`config.mk`:
```
export PLATFORM = sky130hd
export DESIGN_NAME = fpcvt_serial_loader
export DESIGN_NICKNAME = d
export VERILOG_FILES = /design/src/rtl/fpcvt_serial_loader.sv
export SDC_FILE = /design/constraint.sdc
export NUM_CORES = 1
export LEC_CHECK = 0
export CORE_MARGIN = 2
export CORE_UTILIZATION = 30
export DETAILED_ROUTE_END_ITERATION = 12
export GPL_ROUTABILITY_DRIVEN = 0
export PLACE_DENSITY = 0.51
export SETUP_SLACK_MARGIN = 0.1
export SLEW_MARGIN = 20
export SYNTH_ARGS = -nofsm -noshare
export SYNTH_HDL_FRONTEND = slang
export SYNTH_SLANG_ARGS = --single-unit
```
`constraint.sdc`:
```
create_clock -name clk -period 1.8 [get_ports clk]
set_clock_uncertainty 0.2 [all_clocks]
set_input_delay 0.18 -clock clk [delete_from_list [all_inputs] [get_ports clk]]
set_output_delay 0.18 -clock clk [all_outputs]
set_load 0.02 [all_outputs]
```
`src/rtl/fpcvt_serial_loader.sv`:
```
// Bit-serial (MSB first) to parallel front end for the FPCVT converter, with a
// double-buffered valid/ready output. Define FPCVT_SERIAL_PARITY_EN for even-parity frames.
module fpcvt_serial_loader #(
   parameter int WIDTH = 13,
   parameter int CNT_W = 4
) (
   input  logic             clk,
   input  logic             rst,
   input  logic             sin_valid,
   input  logic             sin_start,
   input  logic             sin_bit,
   output logic [WIDTH-1:0] d_out,
   output logic             d_valid,
   input  logic             d_ready,
   output logic             busy,
   output logic             ovr,
   output logic             frame_err
);

   typedef enum logic {IDLE, SHIFT} state_t;

`ifdef FPCVT_SERIAL_PARITY_EN
   localparam int FRAME_BITS = WIDTH + 1;
`else
   localparam int FRAME_BITS = WIDTH;
`endif
   localparam logic [CNT_W-1:0] LAST_CNT = CNT_W'(FRAME_BITS - 1);

   state_t           r_state;
   logic [WIDTH-1:0] r_shreg;
   logic [CNT_W-1:0] r_count;
   logic [WIDTH-1:0] r_dout;
   logic             r_dvalid;
   logic             r_ovr;
   logic             r_ferr;

   logic [WIDTH-1:0] w_shift_in;
   logic [WIDTH-1:0] w_word;
   logic             w_par_ok;
   logic             w_complete;
   logic             w_accept;

   assign w_shift_in = {r_shreg[WIDTH-2:0], sin_bit};

`ifdef FPCVT_SERIAL_PARITY_EN
   // Completing bit is the parity bit; the data word is already in the shift register.
   assign w_word   = r_shreg;
   assign w_par_ok = ~^{r_shreg, sin_bit};
`else
   logic w_unused_msb;
   assign w_unused_msb = r_shreg[WIDTH-1];
   assign w_word   = w_shift_in;
   assign w_par_ok = 1'b1;
`endif

   assign w_complete = (r_state == SHIFT) && sin_valid && !sin_start && (r_count == LAST_CNT);
   // The output slot is free if empty or being consumed on this same edge.
   assign w_accept   = !r_dvalid || d_ready;

   always_ff @(posedge clk) begin
      if (rst) begin
         r_state  <= IDLE;
         r_shreg  <= '0;
         r_count  <= '0;
         r_dout   <= '0;
         r_dvalid <= 1'b0;
         r_ovr    <= 1'b0;
         r_ferr   <= 1'b0;
      end else begin
         r_ovr  <= 1'b0;
         r_ferr <= 1'b0;
         if (r_dvalid && d_ready)
            r_dvalid <= 1'b0;
         case (r_state)
            IDLE: begin
               if (sin_valid && sin_start) begin
                  r_shreg <= w_shift_in;
                  r_count <= CNT_W'(1);
                  r_state <= SHIFT;
               end
            end
            SHIFT: begin
               if (sin_valid) begin
                  r_shreg <= w_shift_in;
                  if (sin_start) begin
                     r_count <= CNT_W'(1);
                  end else if (w_complete) begin
                     r_count <= '0;
                     r_state <= IDLE;
                     if (!w_par_ok) begin
                        r_ferr <= 1'b1;
                     end else if (w_accept) begin
                        r_dout   <= w_word;
                        r_dvalid <= 1'b1;
                     end else begin
                        r_ovr <= 1'b1;
                     end
                  end else begin
                     r_count <= r_count + CNT_W'(1);
                  end
               end
            end
            default: r_state <= IDLE;
         endcase
      end
   end

   assign d_out     = r_dout;
   assign d_valid   = r_dvalid;
   assign busy      = (r_state == SHIFT);
   assign ovr       = r_ovr;
   assign frame_err = r_ferr;

endmodule

```
==> reports/qor.yml <==
worst_hold_path:
  hold_path_end: "r_shreg[11]$_SDFFE_PP0P_"
  hold_class: "flip-flop to flip-flop"
  hold_depth: 2
  min_from: "r_shreg[11]$_SDFFE_PP0P_"
clock_network:
  clk_path_buf_depth: 2
  htree_levels: 2
  clk_latency_ps: 290
  cts_tree: "built"
  clkTransAtPathRegs_ps: 70
  cts_sinks: 32
  cts_root_buffer: "clkbuf_8"
  cts_buffers: 5
global_routing:
  grt_first_pass_wirelength_um: 4420
  grt.met1_usage_pct: 12.8
  grtUsageTotal_pct: 11.3
  grt_max_degree: 46
  gr-usage-met2_pct: 18.8
  grt_pass1_vias: 1008
  antenna_found_initial: 0
  grt_overflow_total: 0
  met3_usage_pct: 3.42
  grt.busiest_layer: "met2"
setup_path:
  r2r-end: "r_count[2]$_SDFFE_PP0P_"
  crit_required_ps: 1420
  cp_slowest_cell: "clkdlybuf4s50_1"
  crit_chain: "clkdlybuf4s50_1"
  crit_path_start_kind: "flip-flop"
  cp-end-kind: "output pin"
  critical-path-top-delay-family: "buffers and inverters"
  r2r_slack_ps: 200
  cp.arrival_ps: 1230
  crit_buf_inv: 1
  rr_worst_depth: 5
  path_class: "flip-flop to output pin"
  cpPeakStageDelay_ps: 610
  r2r-start: "r_count[1]$_SDFFE_PP0P_"
  cp_max_fo: 2
synth:
  synth_top_area_share_pct: 47.3
  yosysMostFrequentCell: "dfxtp_1"
  synthCells: 150
  synth_edf_count: 0
  yosysWarnings: 0
  synth_area_leader_cell: "dfxtp_1"
  synth_nets: 158
  avgSynthCellArea_um2: 9.03
  synth_common_cells: "dfxtp_1, nand2_1, nand2b_1, a21oi_1, mux2i_1"
  synth-main-ff-cell: "dfxtp_1"
  synth_area_um2: 1360
  synth.distinct_cells: 29
  synthArstFlopShare_pct: 0
  ys_seq_area_share_pct: 47.3
  ys_ff_latch: 32
  synth_top_cells_by_area: "dfxtp_1, nand2b_1, mux2i_1, nand2_1, a21oi_1"
sta:
  rsz0062_at_grt: "yes"
  max_freq_mhz: 621
  fin_crit_sh_pct: 89.5
  period_needed_ps: 1610
  hold_violations: 0
  slew_viol_final: 0
  setup_viol: 0
  setup_ws_ps: 189
floorplanning:
  dieArea_um2: 5070
  pin_count: 23
  initial_core_util_pct: 31.1
  die_x_um: 71.2
  row_count: 24
  dieHeight_um: 71.2
  core_area_um2: 4350
drt:
  firstDrtPassIters: 4
  vias_per_cell: 4.77
  wirelength_um: 2790
  drtIter0Drc: 51
  vias: 1092
  drc: 0
  drtAntennaViolNets: 0
  wl_per_cell_um: 12.2
cells_and_area:
  syn_to_final_growth_pct: 31.0
  instances_no_fill: 229
  n_fill_cell: 412
  antennaDiodeCount: 0
  final_area_um2: 1780
  fin_nets: 184
  final_util_pct: 40.8
  drive_gt1_share_pct: 11.9
placement:
  dp_hpwl_um: 1760
  placed_cells: 220
  post-place-ws_ps: -51.9
  place_area_um2: 1640
  portBuffers: 21
power_and_ir_drop:
  p_total_mw: 1.50
  p_leak_nw: 0.579
  peakVddDrop_uv: 464
  p_per_area_nw_per_um2: 843
job:
  maxCapViolCount: 0
outcome:
  status: "complete, no violations"
==> sequential cells by signal, summed over array words and instances (netlist names) <==
register / flops
d_valid: 1
d_out: 13
busy: 1
ovr: 1
r_shreg: 12
r_count: 4
==> worst min-delay path, cell delays in order (launching register included) <==
cell and delay (ps):
dfxtp_1 310, nand2_1 50, a21oi_1 50
==> stage by stage <==
stage                     hold slack (ps)  TNS [ps]
after floorplan                       116         0
after global placement                249         0
after detailed placement              252      -152
after CTS                             262         0
after global routing                  275         0
final                                 258         0
==> power breakdown <==
group,internal [mW],leakage [nW],total [mW],switching [mW]
registers,0.714,0.259,0.720,0.00639
clock network,0.409,0.0541,0.685,0.276
logic,0.0459,0.266,0.0914,0.0455
total,1.17,0.579,1.50,0.328
==> area by class of cell <==
cell class / instances / area (um^2) / share of cell area [%]
Inverter: 2 / 7.51 / 0.423
Multi-Input combinational cell: 107 / 663 / 37.4
Tap cell: 52 / 65.1 / 3.66
Clock inverter: 3 / 42.5 / 2.40
Clock buffer: 5 / 68.8 / 3.88
Sequential cell: 32 / 642 / 36.2
Timing Repair Buffer: 28 / 287 / 16.1
==> placed cells by master (no fill, tap or decap), types with 2 or more instances in the layout <==
cell             instances
buf_4                    5
dfxtp_1                 31
a31oi_1                  2
inv_1                    2
ha_1                     2
buf_12                   2
mux2i_1                 13
clkbuf_8                 5
nand2b_1                27
clkdlybuf4s50_1         20
and3_4                   3
a21oi_1                 15
or3_1                    2
nand2_1                 30
==> kinds of logic after synthesis <==
| group | synth area share (%) |
|---|---|
| other cells | 0.277 |
| fa+ha+maj | 1.85 |
| mux | 9.60 |
| flops | 47.3 |
| buf+inv | 5.26 |
| compound gates | 8.68 |
| simple gates | 27.1 |
==> routing by layer <==
layer | up-vias | wire, um
met5 | - | 0
met4 | 0 | 69
met3 | 10 | 100
met2 | 20 | 1300
met1 | 513 | 1330
li1 | 549 | -
==> timing repair <==
| item | CTS | global route |
|---|---|---|
| buffers inserted | 0 | 0 |
| gates resized for setup | 2 | 3 |
| hold buffers | 0 | 0 |
| gates cloned | 0 | 1 |
| setup endpoints to repair | 3 | 15 |
| pin swaps | 0 | 1 |
==> worst max path at each step <==
stage / startpoint / endpoint / slack [ps] / cells after the start
after floorplan: r_count[0]$_SDFFE_PP0P_ / d_out[10]$_SDFFE_PP0P_ / 140 / 7
after global placement: sin_valid / d_out[0]$_SDFFE_PP0P_ / 30 / 4
after detailed placement: sin_valid / d_out[6]$_SDFFE_PP0P_ / -50 / 4
after CTS: r_count[0]$_SDFFE_PP0P_ / d_out[6]$_SDFFE_PP0P_ / 110 / 5
after global routing: r_count[0]$_SDFFE_PP0P_ / d_out[3]$_SDFFE_PP0P_ / 100 / 5
final: d_out[1]$_SDFFE_PP0P_ / d_out[1] / 190 / 1
Note: power is estimated with default switching activity, not from simulation.
